**config.mk**
```make
export PLATFORM = sky130hd
export DESIGN_NAME = imem_loader_flat
export DESIGN_NICKNAME = d
export VERILOG_FILES = /design/src/rtl/imem_loader_if.sv /design/src/rtl/imem_loader.sv /design/src/flat_wrapper.sv
export SDC_FILE = /design/constraint.sdc
export NUM_CORES = 1
export LEC_CHECK = 0
export CAP_MARGIN = 20
export CORE_MARGIN = 5
export CORE_UTILIZATION = 55
export CTS_BUF_LIST = sky130_fd_sc_hd__clkbuf_16
export DETAILED_ROUTE_END_ITERATION = 7
export GPL_ROUTABILITY_DRIVEN = 0
export PLACE_DENSITY = 0.85
export REMOVE_ABC_BUFFERS = 1
export SLEW_MARGIN = 20
export SYNTH_ARGS = -nofsm -noshare
export SYNTH_HDL_FRONTEND = slang
export SYNTH_SLANG_ARGS = --single-unit
```
**constraint.sdc**
```tcl
create_clock -name clk -period 4.1 [get_ports clk]
set_clock_uncertainty 0.05 [all_clocks]
set_input_delay 0.82 -clock clk [delete_from_list [all_inputs] [get_ports clk]]
set_output_delay 0.82 -clock clk [all_outputs]
set_load 0.02 [all_outputs]
```
**src/rtl/imem_loader_if.sv**
```systemverilog
// Host byte link plus instruction-memory write port of the loader.
// Byte handshake: a byte transfers on a rising clk edge where in_valid && in_ready; in_data is held while in_valid is high and in_ready low.
interface imem_loader_if #(
    parameter int ADDR_W  = 12,
    parameter int INSTR_W = 19
);
    logic               in_valid;
    logic [7:0]         in_data;
    logic               in_ready;
    logic               imem_we;
    logic [ADDR_W-1:0]  imem_addr;
    logic [INSTR_W-1:0] imem_wdata;
    logic               cpu_hold;
    logic               done;
    logic               err;
    logic [2:0]         dbg_state;

    modport slave (
        input  in_valid, in_data,
        output in_ready, imem_we, imem_addr, imem_wdata, cpu_hold, done, err, dbg_state
    );

    modport master (
        output in_valid, in_data,
        input  in_ready, imem_we, imem_addr, imem_wdata, cpu_hold, done, err, dbg_state
    );
endinterface

```
**src/rtl/imem_loader.sv**
```systemverilog
// Frames a host byte stream into instruction-memory writes and holds the CPU
// while a load is in flight; XOR checksum and idle timeout guard each frame.
module imem_loader #(
    parameter logic [7:0] SYNC_BYTE = 8'hA5,
    parameter int         ADDR_W    = 12,
    parameter int         INSTR_W   = 19,
    parameter int         TIMEOUT   = 1024
) (
    input  logic          clk,
    input  logic          rst_n,
    imem_loader_if.slave  bus
);
    localparam int TW = $clog2(TIMEOUT + 1);

    typedef enum logic [2:0] {
        S_IDLE  = 3'd0,
        S_HDR   = 3'd1,
        S_PAY   = 3'd2,
        S_WRITE = 3'd3,
        S_CHK   = 3'd4
    } state_t;

    state_t             state;
    logic [1:0]         hdr_idx;
    logic [1:0]         pay_idx;
    logic [3:0]         hi_nib;
    logic [7:0]         b0;
    logic [7:0]         b1;
    logic [11:0]        cnt;
    logic [ADDR_W-1:0]  addr;
    logic [7:0]         chk;
    logic [TW-1:0]      tmo;
    logic               rdy;
    logic               we_q;
    logic [ADDR_W-1:0]  waddr_q;
    logic [INSTR_W-1:0] wdata_q;
    logic               hold_q;
    logic               done_q;
    logic               err_q;

    logic               accept;
    logic [23:0]        word;
    logic [11:0]        hdr_val;

    assign accept  = bus.in_valid && rdy;
    assign word    = {b0, b1, bus.in_data};
    assign hdr_val = {hi_nib, bus.in_data};

    always_ff @(posedge clk or negedge rst_n) begin
        if (!rst_n) begin
            state   <= S_IDLE;
            hdr_idx <= '0;
            pay_idx <= '0;
            hi_nib  <= '0;
            b0      <= '0;
            b1      <= '0;
            cnt     <= '0;
            addr    <= '0;
            chk     <= '0;
            tmo     <= '0;
            rdy     <= 1'b0;
            we_q    <= 1'b0;
            waddr_q <= '0;
            wdata_q <= '0;
            hold_q  <= 1'b0;
            done_q  <= 1'b0;
            err_q   <= 1'b0;
        end else begin
            done_q <= 1'b0;
            we_q   <= 1'b0;
            rdy    <= 1'b1;
            case (state)
                S_IDLE: begin
                    // Non-sync bytes are swallowed so the host can resynchronise.
                    if (accept && bus.in_data == SYNC_BYTE) begin
                        state   <= S_HDR;
                        hold_q  <= 1'b1;
                        err_q   <= 1'b0;
                        chk     <= '0;
                        hdr_idx <= '0;
                        tmo     <= '0;
                    end
                end
                S_HDR, S_PAY, S_CHK: begin
                    if (!accept) begin
                        if (tmo == TW'(TIMEOUT - 1)) begin
                            err_q  <= 1'b1;
                            hold_q <= 1'b0;
                            tmo    <= '0;
                            state  <= S_IDLE;
                        end else begin
                            tmo <= tmo + TW'(1);
                        end
                    end else begin
                        tmo <= '0;
                        if (state != S_CHK) chk <= chk ^ bus.in_data;
                        if (state == S_HDR) begin
                            hdr_idx <= hdr_idx + 2'd1;
                            case (hdr_idx)
                                2'd0: hi_nib <= bus.in_data[3:0];
                                2'd1: addr   <= ADDR_W'(hdr_val);
                                2'd2: hi_nib <= bus.in_data[3:0];
                                default: begin
                                    cnt     <= hdr_val;
                                    pay_idx <= '0;
                                    state   <= (hdr_val == 12'd0) ? S_CHK : S_PAY;
                                end
                            endcase
                        end else if (state == S_PAY) begin
                            case (pay_idx)
                                2'd0: begin
                                    b0      <= bus.in_data;
                                    pay_idx <= 2'd1;
                                end
                                2'd1: begin
                                    b1      <= bus.in_data;
                                    pay_idx <= 2'd2;
                                end
                                default: begin
                                    waddr_q <= addr;
                                    wdata_q <= INSTR_W'(word);
                                    we_q    <= 1'b1;
                                    rdy     <= 1'b0;
                                    pay_idx <= '0;
                                    state   <= S_WRITE;
                                end
                            endcase
                        end else begin
                            // Failed checksum only flags; words already written stay.
                            if (bus.in_data == chk) done_q <= 1'b1;
                            else                    err_q  <= 1'b1;
                            hold_q <= 1'b0;
                            state  <= S_IDLE;
                        end
                    end
                end
                S_WRITE: begin
                    addr  <= addr + ADDR_W'(1);
                    cnt   <= cnt - 12'd1;
                    state <= (cnt == 12'd1) ? S_CHK : S_PAY;
                end
                default: state <= S_IDLE;
            endcase
        end
    end

    assign bus.in_ready   = rdy;
    assign bus.imem_we    = we_q;
    assign bus.imem_addr  = waddr_q;
    assign bus.imem_wdata = wdata_q;
    assign bus.cpu_hold   = hold_q;
    assign bus.done       = done_q;
    assign bus.err        = err_q;
    assign bus.dbg_state  = state;
endmodule

```
**src/flat_wrapper.sv**
```systemverilog
// flat-port wrapper written by rule: the top's interface ports become plain ports
module imem_loader_flat 
#(
    parameter logic [7:0] SYNC_BYTE = 8'hA5,
    parameter int         ADDR_W    = 12,
    parameter int         INSTR_W   = 19,
    parameter int         TIMEOUT   = 1024
)
  (clk, rst_n, bus_in_valid, bus_in_data, bus_in_ready, bus_imem_we, bus_imem_addr, bus_imem_wdata, bus_cpu_hold, bus_done, bus_err, bus_dbg_state);
  imem_loader_if #(.ADDR_W(ADDR_W), .INSTR_W(INSTR_W)) bus_i ();
  input  logic clk;
  input  logic rst_n;
  input wire logic [$bits(bus_i.in_valid)-1:0] bus_in_valid;
  input wire logic [$bits(bus_i.in_data)-1:0] bus_in_data;
  output wire logic [$bits(bus_i.in_ready)-1:0] bus_in_ready;
  output wire logic [$bits(bus_i.imem_we)-1:0] bus_imem_we;
  output wire logic [$bits(bus_i.imem_addr)-1:0] bus_imem_addr;
  output wire logic [$bits(bus_i.imem_wdata)-1:0] bus_imem_wdata;
  output wire logic [$bits(bus_i.cpu_hold)-1:0] bus_cpu_hold;
  output wire logic [$bits(bus_i.done)-1:0] bus_done;
  output wire logic [$bits(bus_i.err)-1:0] bus_err;
  output wire logic [$bits(bus_i.dbg_state)-1:0] bus_dbg_state;
  assign bus_i.in_valid = bus_in_valid;
  assign bus_i.in_data = bus_in_data;
  assign bus_in_ready = bus_i.in_ready;
  assign bus_imem_we = bus_i.imem_we;
  assign bus_imem_addr = bus_i.imem_addr;
  assign bus_imem_wdata = bus_i.imem_wdata;
  assign bus_cpu_hold = bus_i.cpu_hold;
  assign bus_done = bus_i.done;
  assign bus_err = bus_i.err;
  assign bus_dbg_state = bus_i.dbg_state;
  imem_loader #(.SYNC_BYTE(SYNC_BYTE), .ADDR_W(ADDR_W), .INSTR_W(INSTR_W), .TIMEOUT(TIMEOUT)) u_core (.clk(clk), .rst_n(rst_n), .bus(bus_i));
endmodule
```
==> impl_metrics.toml <==
[outcome]
status = "completed"

[setup_path]
cp_num_buf_inv = 1
path_class = "in2reg"
critPathLaunchType = "primary input"
cp_top_family = "simple AND/OR/NAND/NOR gates"
crit_required_ns = 4.28
startpoint = "bus_in_data[3]"
cpMaxStageDelayCell = "or4_4"
cpPeakStageDelay_ns = 0.64
end_kind = "register"
rr_startpoint = "u_core.bus.dbg_state[0]$_DFFE_PN0P_"
critPathMaxFanout = 14
critPathArrivalTime_ns = 3.31
crit_path_cell_trace = "clkdlybuf4s50_1, or4_4, o311ai_4, nand3_2, nor3_2, mux2_1"

[yosys]
syn_inst = 539
muxShareOfSynthArea_pct = 4.72
synth-xor-area-share_pct = 1.57
yosysWarnings = 0
synth_top_family_by_area = "simple AND/OR/NAND/NOR gates"
synthSimpleGateAreaFrac_pct = 21.1
seq_area_frac_synth_pct = 50.5
yosys.area_share.adder_pct = 2.00
avgSynthCellArea_sq_um = 9.29
ys_ff_latch = 101
ys_types = 54
synth_flop_cell = "dfrtp_1"
synth_compound_area_share_pct = 16.8
async_flop_share_pct = 100
netlist_area_sq_mm = 0.00501
synth_edf_count = 0

[cts]
cts-root-buf = "clkbuf_16"
cts_buffers = 9
postCtsHoldBufs = 0
clockBufferDepth = 2
cts_setup_buffers = 0
htreeDepth = 3
insertion_delay_ns = 0.34
cts_tree = "done"
clkSinkCount = 101
post_cts_resized = 0
path_clk_slew_ns = 0.07

[place]
place_inst = 672
portBuffers = 49
hpwl_microns = 7930

[hold_path]
hp-start = "u_core.b0[2]$_DFFE_PN0P_"
holdCritPathClass = "reg2reg"

[global_route]
grt_remaining_overflow = 0
grt_usage_pct = 22.4
grt_pass1_wl_microns = 20400
grt_pass1_vias = 4086
grt_max_degree = 65
antenna_found_initial = 0

[drt]
num_vias = 4274
drc = 0
avgRoutedWirePerCell_microns = 17.4
drt_pass1_iterations = 5
ant_nets = 0
drt-initial-drc-count = 487
vias_per_cell = 6.20
finalWirelength_microns = 12000

[floorplan]
rows = 34
ios = 50
die_w_microns = 105
core_area_sq_mm = 0.00881
start_util_pct = 56.9
dieArea_sq_mm = 0.0111
die_h_microns = 105

[layout]
instances_no_fill = 689
nNetsFinal = 595
area_growth_pct = 17.6
drive_above_1_share_pct = 9.47
n_antenna_cell = 0
final_common_cell = "nand2_1"
layout_common_cells = "nand2_1, dfrtp_1, clkdlybuf4s50_1"

[power_and_ir_drop]
power_density_mw_per_mm2 = 762
ir_worst_vdd_mv = 0.364
p_leak_nw = 2.61

[sta]
finalCritPeriodShare_pct = 76.4
maxSlewViolCount = 0
worstMarginPinSlew_ns = 0.997
relSlewSlack_pct = 33.4
max_freq_mhz = 319
hold_viol = 0
rsz0062_at_grt = "false"
period_needed_ns = 3.13
whs_ns = 0.413
setup_viol = 0
tns_ns = 0

[job]
drv_cap = 0
sequential cells by signal, indices dropped and copies added, names as in the netlist, 4 cells and up:
| signal | flops |
|---|---|
| u_core.bus.imem_addr | 12 |
| u_core.cnt | 12 |
| u_core.chk | 8 |
| u_core.b1 | 8 |
| u_core.bus.imem_wdata | 19 |
| u_core.hi_nib | 4 |
| u_core.tmo | 11 |
| u_core.addr | 12 |
cell type report:
cell class | instances | area (sq um)
timing repair buffer | 60 | 574
inverter | 7 | 26.3
clock buffer | 9 | 225
multi-input combinational | 397 | 2310
fill | 663 | 2920
clock inverter | 7 | 88.8
sequential | 101 | 2530
tap | 108 | 135
synthesized netlist by cell type, types with 3 or more instances:
cell type / instances / area (sq um)
mux2_2: 20 / 225
clkbuf_1: 29 / 109
o21ai_0: 43 / 215
nor2_1: 24 / 90.1
a21oi_1: 27 / 135
o21a_1: 8 / 60.1
a22o_1: 17 / 149
nor3_1: 12 / 60.1
nand2_1: 133 / 499
nor2b_1: 11 / 68.8
inv_1: 7 / 26.3
o2bb2ai_1: 3 / 26.3
nand3_1: 13 / 65.1
xnor2_1: 8 / 70.1
dfrtp_1: 101 / 2530
o31ai_1: 5 / 37.5
and3_1: 6 / 37.5
or3_1: 6 / 37.5
nand4_1: 4 / 25.0
or4_1: 5 / 37.5
buf_2: 3 / 15.0
o22ai_1: 5 / 31.3
ha_1: 8 / 100
nor4_1: 5 / 31.3
per-layer routing:
| metal | GRT usage (%) | routed length (microns) |
|---|---|---|
| met1 | 30.4 | 5110 |
| met2 | 36.7 | 5880 |
| met3 | 3.48 | 735 |
| met4 | 8.25 | 238 |
| met5 | 0 | 0 |
metrics by stage:
step | setup WS [ns] | cell area, sq um | util [%] | power (mW)
finish | 0.966 | 5890 | 66.9 | 4.49
global route | 0.887 | 5890 | 66.9 | 4.78
CTS | 0.973 | 5880 | 66.8 | 4.48
detailed placement | 0.617 | 5570 | 63.2 | 3.56
global placement | 0.689 | 5570 | 63.2 | 3.45
floorplan | 1.42 | 4870 | - | 2.88
power breakdown:
| part | internal, mW | switching, mW |
|---|---|---|
| Sequential | 1.38 | 0.372 |
| Combinational | 0.819 | 1.01 |
| Clock | 0.532 | 0.369 |
| Total | 2.73 | 1.76 |
tightest hold or removal path, delay by kind of cell, from the launching register on:
kind	cells	cell delay [ns]
DFF	1	0.34
and+or+nand+nor	2	0.10
logic make-up after synthesis:
logic type	Yosys count
buffers and inverters	41
muxes	21
adders and majority gates	8
DFF	101
xor gates and xnor gates	9
AOI/OAI and AO/OA	129
and+or+nand+nor	230
worst paths after layout:
| path | slack, ns | end | depth (start not counted) |
|---|---|---|---|
| max | 0.97 | u_core.bus.cpu_hold$_DFFE_PN0P_ | 6 |
| min | 0.41 | u_core.bus.imem_wdata[18]$_DFFE_PN0P_ | 2 |
| max reg2reg | 1.50 | u_core.addr[4]$_DFFE_PN0P_ | 5 |
| min reg2reg | 0.41 | u_core.bus.imem_wdata[18]$_DFFE_PN0P_ | 2 |
| max in group asynchronous | 2.66 | u_core.bus.imem_wdata[13]$_DFFE_PN0P_ | 2 |
| min in group asynchronous | 0.51 | u_core.bus.imem_wdata[2]$_DFFE_PN0P_ | 1 |
(Power assumes the default switching activity.)
